[src/rtl/pipelined_cla_adder.sv]
// Two-stage pipelined carry-lookahead adder/subtractor, WIDTH bits in 4-bit groups.
// Ports: clk, rst, in_valid/in_ready, a, b, cin, sub, out_valid/out_ready, sum, cout, ovf, blk_g, blk_p.
module pipelined_cla_adder #(
    parameter int WIDTH = 16
) (
    input  logic             clk,
    input  logic             rst,
    input  logic             in_valid,
    output logic             in_ready,
    input  logic [WIDTH-1:0] a,
    input  logic [WIDTH-1:0] b,
    input  logic             cin,
    input  logic             sub,
    output logic             out_valid,
    input  logic             out_ready,
    output logic [WIDTH-1:0] sum,
    output logic             cout,
    output logic             ovf,
    output logic             blk_g,
    output logic             blk_p
);

    localparam int GROUPS = WIDTH / 4;

    if ((WIDTH % 4) != 0 || WIDTH < 4 || WIDTH > 64) begin : g_bad_width
        $error("pipelined_cla_adder: WIDTH must be a multiple of 4 in 4..64");
    end

    // Handshake
    logic w_s2_move;
    logic w_s1_move;
    logic w_accept;
    logic r_s1_valid;
    logic r_s2_valid;

    assign w_s2_move = ~r_s2_valid | out_ready;
    assign w_s1_move = ~r_s1_valid | w_s2_move;
    assign w_accept  = in_valid & w_s1_move;
    assign in_ready  = w_s1_move;
    assign out_valid = r_s2_valid;

    // Operand conditioning
    logic [WIDTH-1:0]  w_beff;
    logic [WIDTH-1:0]  w_g;
    logic [WIDTH-1:0]  w_p;
    logic              w_c0;
    logic [GROUPS-1:0] w_gg;
    logic [GROUPS-1:0] w_gp;

    assign w_beff = sub ? ~b : b;
    assign w_c0   = cin ^ sub;
    assign w_g    = a & w_beff;
    assign w_p    = a ^ w_beff;

    for (genvar k = 0; k < GROUPS; k++) begin : g_grp
        assign w_gg[k] = w_g[4*k+3]
                       | (w_p[4*k+3] & w_g[4*k+2])
                       | (w_p[4*k+3] & w_p[4*k+2] & w_g[4*k+1])
                       | (w_p[4*k+3] & w_p[4*k+2] & w_p[4*k+1] & w_g[4*k]);
        assign w_gp[k] = &w_p[4*k+3:4*k];
    end

    // Stage 1 registers
    logic [WIDTH-1:0]  r_s1_p;
    logic [WIDTH-1:0]  r_s1_g;
    logic [GROUPS-1:0] r_s1_gg;
    logic [GROUPS-1:0] r_s1_gp;
    logic              r_s1_c0;
    logic              r_s1_amsb;
    logic              r_s1_bmsb;

    always_ff @(posedge clk or posedge rst) begin
        if (rst) begin
            r_s1_valid <= 1'b0;
            r_s1_p     <= '0;
            r_s1_g     <= '0;
            r_s1_gg    <= '0;
            r_s1_gp    <= '0;
            r_s1_c0    <= 1'b0;
            r_s1_amsb  <= 1'b0;
            r_s1_bmsb  <= 1'b0;
        end else begin
            if (w_s1_move) begin
                r_s1_valid <= w_accept;
            end
            if (w_accept) begin
                r_s1_p    <= w_p;
                r_s1_g    <= w_g;
                r_s1_gg   <= w_gg;
                r_s1_gp   <= w_gp;
                r_s1_c0   <= w_c0;
                r_s1_amsb <= a[WIDTH-1];
                r_s1_bmsb <= w_beff[WIDTH-1];
            end
        end
    end

    // Second lookahead level: each carry is a flat sum of products of
    // group G/P terms, then the in-group carries expand from C_k.
    logic [GROUPS:0]  w_gc;
    logic [WIDTH-1:0] w_c;
    logic             w_blk_g;
    logic [WIDTH-1:0] w_sum;
    logic             w_ovf;

    always_comb begin
        logic prod;
        logic cy;
        prod    = 1'b1;
        cy      = 1'b0;
        w_blk_g = 1'b0;
        w_gc    = '0;
        w_c     = '0;
        w_gc[0] = r_s1_c0;
        for (int k = 0; k < GROUPS; k++) begin
            prod = 1'b1;
            cy   = 1'b0;
            for (int j = k; j >= 0; j--) begin
                cy   = cy | (prod & r_s1_gg[j]);
                prod = prod & r_s1_gp[j];
            end
            w_gc[k+1] = cy | (prod & r_s1_c0);
            if (k == GROUPS - 1) begin
                w_blk_g = cy;
            end
        end
        for (int i = 0; i < WIDTH; i++) begin
            prod = 1'b1;
            cy   = 1'b0;
            for (int j = i - 1; j >= (i / 4) * 4; j--) begin
                cy   = cy | (prod & r_s1_g[j]);
                prod = prod & r_s1_p[j];
            end
            w_c[i] = cy | (prod & w_gc[i/4]);
        end
    end

    assign w_sum = r_s1_p ^ w_c;
    // Same-sign operands with a result of the other sign; equals c[MSB]^cout.
    assign w_ovf = (r_s1_amsb ~^ r_s1_bmsb) & (r_s1_amsb ^ w_sum[WIDTH-1]);

    // Stage 2 registers
    always_ff @(posedge clk or posedge rst) begin
        if (rst) begin
            r_s2_valid <= 1'b0;
            sum        <= '0;
            cout       <= 1'b0;
            ovf        <= 1'b0;
            blk_g      <= 1'b0;
            blk_p      <= 1'b0;
        end else if (w_s2_move) begin
            r_s2_valid <= r_s1_valid;
            if (r_s1_valid) begin
                sum   <= w_sum;
                cout  <= w_gc[GROUPS];
                ovf   <= w_ovf;
                blk_g <= w_blk_g;
                blk_p <= &r_s1_gp;
            end
        end
    end

endmodule

[config.mk]
export PLATFORM = sky130hd
export DESIGN_NAME = pipelined_cla_adder
export DESIGN_NICKNAME = d
export VERILOG_FILES = /design/src/rtl/pipelined_cla_adder.sv
export SDC_FILE = /design/constraint.sdc
export NUM_CORES = 1
export LEC_CHECK = 0
export ABC_AREA = 1
export BUFFER_PORTS_ARGS = -buffer_cell sky130_fd_sc_hd__buf_2
export CORE_UTILIZATION = 40
export DETAILED_ROUTE_END_ITERATION = 6
export PLACE_DENSITY = 0.67
export SETUP_SLACK_MARGIN = 0.5
export SYNTH_ARGS = -nofsm -noshare
export SYNTH_HDL_FRONTEND = slang
export SYNTH_SLANG_ARGS = --single-unit
[constraint.sdc]
create_clock -name clk -period 4.95 [get_ports clk]
set_clock_uncertainty 0.2 [all_clocks]
set_input_delay 0.495 -clock clk [delete_from_list [all_inputs] [get_ports clk]]
set_output_delay 0.495 -clock clk [all_outputs]
set_load 0.01 [all_outputs]
# After elaboration in Yosys (flattened, before gate mapping)
# Index checks and enable logic that the tools add are counted.
dict set report totals {
  regBits 64
  input_bits 38
  output_inout_bits 22
  word_cells 152
}
dict set report classes {
  n_mux 1
  bitwise_logic 131
  n_reduce_logical 6
}
# op n
set ops {}
lappend ops {{$and A1 B1 Y1} 74}
lappend ops {{$or A1 B1 Y1} 48}
lappend ops {{$xor A16 B16 Y16} 2}
lappend ops {{$reduce_and A4 Y1} 5}
lappend ops {{$and A16 B16 Y16} 1}
lappend ops {{$mux W16} 1}
lappend ops {{$not A16 Y16} 1}
lappend ops {{$not A1 Y1} 2}
lappend ops {{$reduce_and A2 Y1} 1}
lappend ops {{$xor A1 B1 Y1} 2}
lappend ops {{$xnor A1 B1 Y1} 1}

# Logic depth before layout (Yosys ltp)
dict set report logic_depth {
  word_depth 9
  ltp_mapped 10
  depth_no_buf 10
}

# Worst setup path before layout
# OpenSTA, ideal clock, no wires.
dict set report synth_path {
  path_kind {input to register}
  start {in sub}
  end {reg r_s1_gg[0]}
  setup_time_ps 139
  t_arrival_ps 1733
  required_ps 4611
  slack_ps 2878
  stages 8
  path_buffers 2
  path_cell_list {buf_2 buf_4 xor2_1 ha_1 nand2_1 inv_1 a221oi_1 a22oi_1}
}
dict set report synth_via {
  elab_chain_cells 6
  word_cells_on_any_way 11
  cone_classes {1 x mux; 10 x bitwise}
}
# item line
set synth_rtl {}
lappend synth_rtl {{start: declaration} 13} ;# input logic sub,
lappend synth_rtl {{$mux W16 *} 50} ;# assign w_beff = sub ? ~b : b;
lappend synth_rtl {{$xor A16 B16 Y16 *} 53} ;# assign w_p = a ^ w_beff;
lappend synth_rtl {{named net w_p[3]} 45} ;# logic [WIDTH-1:0] w_p;
lappend synth_rtl {{$and A1 B1 Y1 (on tied branches)} {57, 58, 59}}
lappend synth_rtl {{$or A1 B1 Y1, or another cell as far along} 57} ;# | (w_p[4*k+3] & w_g[4*k+2])
lappend synth_rtl {{$or A1 B1 Y1 or $and A1 B1 Y1 (tied branches)} {58, 59}}
lappend synth_rtl {{$or A1 B1 Y1 *} 59} ;# | (w_p[4*k+3] & w_p[4*k+2] & w_p[4*k+1] & w_g[4*k]);
lappend synth_rtl {{end signal: assignment} 89} ;# r_s1_gg <= w_gg;
lappend synth_rtl {{end: declaration} 66} ;# logic [GROUPS-1:0] r_s1_gg;
# Mark *: on every way through the listed nets, which the timed path passes. The rest lies on a longest branch.
# A chain may end at the register's enable or synchronous reset.

# Worst setup path after layout
dict set report layout_path {
  start {reg r_s2_valid, in the netlist out_valid}
  end {reg cout}
}
dict set report layout_via {
  elab_chain_cells 3
}
# item line
set layout_rtl {}
lappend layout_rtl {{start: declaration} 34} ;# logic r_s2_valid;
lappend layout_rtl {{start signal: assignment} 152} ;# r_s2_valid <= r_s1_valid;
lappend layout_rtl {{$not A1 Y1} 36} ;# assign w_s2_move = ~r_s2_valid | out_ready;
lappend layout_rtl {{$or A1 B1 Y1} 36}
lappend layout_rtl {{$reduce_and A2 Y1 (no source line)} -}
lappend layout_rtl {{end signal: assignment} 155} ;# cout <= w_gc[GROUPS];
lappend layout_rtl {{end: declaration} 17} ;# output logic cout,
# Every way passes these cells.

==> results <==
- The routed layout has 2,580 vias.
- The final number of hold-violating endpoints is 0.
- The count of pins on the block boundary is 60.
- In this run, post-CTS hold repair placed 0 buffers.
- The number of gates resized after CTS is 0.
- The weighted congestion reported at the end of routability-driven placement is about 0.75.
- The CTS buffer count is 9.
- Using the TritonRoute via totals, the vias-per-cell ratio works out to slightly below 5.
- The total area of multi-input combinational cells is approximately 0.0014 mm2.
- The leakage power is around 0.0019 uW.
- The design draws approximately 1600 uW.
- The worst setup path is captured at a flip-flop.
- In the global route stage, overall resource usage came out at 0.1738.
- After global routing the overflow that remains totals 0.
- The max-slew violation count is 0.
- For this run, the post-layout net count is just under 500.
- Of all cell types, the one taking the most synthesized area is dfrtp_1.
- The row count is 32.
- The net count after synthesis is around 430.
- The sequential standard cell area is about 0.0015 mm2.
- STA puts the critical path data arrival time at about 2.2 ns.
- The count of yosys warnings during synthesis is 0.
- The number of global-route vias before repair came to about 2,500.
- For the worst setup path, the data required time is ~5.0 ns.
- The die boundary width is between 90 and 100 um.
- The worst path in the final design needs a cycle of between 2 and 2.5 ns, including I/O delays and setup.
- The clock reaches the later pin of the worst-skew pair after ~0.33 ns.
- The die is between 90 and 100 um tall.
- The maximum vdd ir drop is between 0.2 and 0.25 mV.
- The area of the core is 0.007687 mm2.
- The HPWL after detailed placement is about 4.7 mm.
- The count of inserted antenna diode cells is 0.
- In this run the number of H-tree levels came out at 3.
- The number of enable flip-flop cells after synthesis is 0.
- The area of the mapped netlist is approximately 0.0032 mm2.
- In the final routed layout, each cell accounts on average for between 10 and 15 um.
- The tree is rooted in a clkbuf_8.
- The pre-antenna-repair detailed-routing pass consisted of 4 iterations.
- Of the post-synthesis cell area, the dominant cell type holds 0.4834.
- The sum of routed wire length over all layers is between 6 and 7 mm.
- The highest achievable clock rate is ~460 MHz.
- Fill cells in the final layout number ~790.
- The maximum number of pins on one net before global-route repair is 62.
- In this run, distinct cell masters in the synthesized netlist total 25.
- STA classifies the critical path startpoint as a flip-flop.
- The most used flip-flop cell after synthesis is dfrtp_1.
- The worst slew margin relative to its limit is 0.5054.
- For the pin with the worst max-slew slack, the measured transition is around 0.74 ns.
- Dividing the final minimum period by the clock period gives 0.4391.
- The iteration-0 DRC count of the detailed router is 132.
- In this run the remaining antenna-violating nets after routing total 0.
- In the final layout, the share of cells above drive strength 1 is 0.1866.
- Dividing total power by cell area gives a power density of roughly 420 mW/mm2.
- Setup violations remaining at the end of the flow were counted as 0.
- The buffer depth of the longest clock path is 2.
- The max-capacitance violation count is 0.
- Counting flops and latches in the post-synthesis netlist gives 61.
- The first global-routing pass estimated 11.23 mm of wire.
- The count of buffers added by post-CTS timing repair for setup is 0.
- By count the netlist is led by nand2_1 (124), dfrtp_1 (61), o21ai_0 (35), inv_1 (32), xor2_1 (21).
- The initial antenna violation count came to 0.
- The critical path in this run is classified as reg -> reg.
- The most common cell in the synthesized netlist is nand2_1.
- Summed over all failing endpoints, the final setup total negative slack is 0 ns.
- The average instance in the mapped netlist occupies ~8.5 um2.
- The sequential area share after synthesis is 0.4834.
- By area the synthesized netlist is led by dfrtp_1 (48%), nand2_1 (15%), ha_1 (7.9%), xor2_1 (5.8%), o21ai_0 (5.5%).
- The flow ran to the end, and the final reports show no timing, DRC or antenna violations.
- The count of buffers added on input and output ports is 59.
- Synthesis handed over a netlist of 371 instances.
- The number of sinks on the clock net is roughly 60.
- The number of DRC violations after detailed routing is 0.
- The share of async-settable or async-resettable flops after synthesis is 1.000.
- The die covers 0.008255 mm2.
- The clock transition at the registers of the reported paths is roughly 0.070 ns.
- Setup repair after global routing left no endpoint under its margin.
- For this configuration, the core starts out at a cell density of 0.4108.
- The highest net fanout along the worst path is 25.
- The TritonCTS clock tree is built.
- The class of the tightest hold or removal check is in -> async.
- The synthesis-to-finish area growth is 16.92%.
==> layer usage <==
metal	part of all wire	GRT usage	vias up
li1	-	-	1320
met1	0.48	0.2279	1187
met2	0.46	0.2809	63
met3	0.045	0.04461	10
met4	0.016	0.05556	0
met5	0	0	-
==> path summary, 6_finish.rpt <==
check / start / endpoint / slack, ns / depth (start not counted)
max: out_valid / cout / 2.78 / 5
min: rst / r_s1_p[10] / 0.17 / 3
min in group clk: a[15] / r_s1_amsb / 0.21 / 3
max in group asynchronous: rst / sum[7] / 3.89 / 3
min reg2reg: sum[3] / sum[3] / 0.28 / 2
max reg2reg: out_valid / cout / 2.78 / 5
==> worst max-delay path, stage by stage, from the launching register on <==
cell and delay, ns:
dfrtp_1 0.40, nand2_1 0.09, nand2_1 0.42, inv_1 0.59, nand2_1 0.17, o211ai_1 0.20
==> registers in the layout, summed over array words and instances (netlist names) <==
name	cells
r_s1_p	16
sum	16
r_s1_g	12
r_s1_gg	4
r_s1_gp	4
blk_g	1
blk_p	1
cout	1
out_valid	1
ovf	1
r_s1_amsb	1
r_s1_bmsb	1
r_s1_c0	1
r_s1_valid	1
==> power breakdown <==
| group | switching (uW) | total, uW | internal (uW) |
|---|---|---|---|
| Sequential | 85.9 | 711 | 625 |
| Combinational | 266 | 447 | 181 |
| Clock | 180 | 407 | 227 |
==> kinds of logic (layout without fill, tap and decap cells) <==
group | after synthesis | after routing | share of synthesized area
AOI/OAI and AO/OA | 64 | 64 | 0.1117
xor gates and xnor gates | 22 | 22 | 0.06102
adders and majority gates | 20 | 20 | 0.07924
buffers and inverters | 45 | 108 | 0.06339
DFF | 61 | 61 | 0.4834
and+or+nand+nor | 159 | 159 | 0.2013
==> per-stage QoR <==
step           cells  setup WS, ns  area [um2]  hold slack [ns]  utilization
5_1_grt          536         2.550        3692           0.2017       0.4803
6_report         536         2.776        3692           0.1661       0.4803
4_1_cts          536         2.742        3692           0.1909       0.4803
3_5_place_dp     521         2.536        3512           0.2671       0.4569
3_3_place_gp     521         2.615        3512           0.2631       0.4569
2_1_floorplan    371         2.742        3158           0.2627            -
==> layout by cell type (no fill, tap or decap), drive strengths merged <==
master,Yosys,final
o21ai,40,40
xnor2,1,1
or2,1,1
a221oi,3,3
nor2,13,13
dfrtp,61,61
nand3,17,17
nand4,2,2
buf,11,60
nand2,126,126
bufinv,0,1
a31oi,8,8
o211ai,2,2
a21oi,10,10
a22oi,1,1
clkinvlp,0,1
inv,33,33
clkbuf,1,10
ha,20,20
xor2,21,21
clkinv,0,3
==> final cells by class <==
type	instances	area share
sequential	61	0.4134
timing repair buffer	60	0.08201
clock inverter	5	0.01423
clock buffer	10	0.03456
tap	102	0.03456
multi-input combinational	265	0.3877
inverter	33	0.03355
Power figures use the tool's default switching activity.
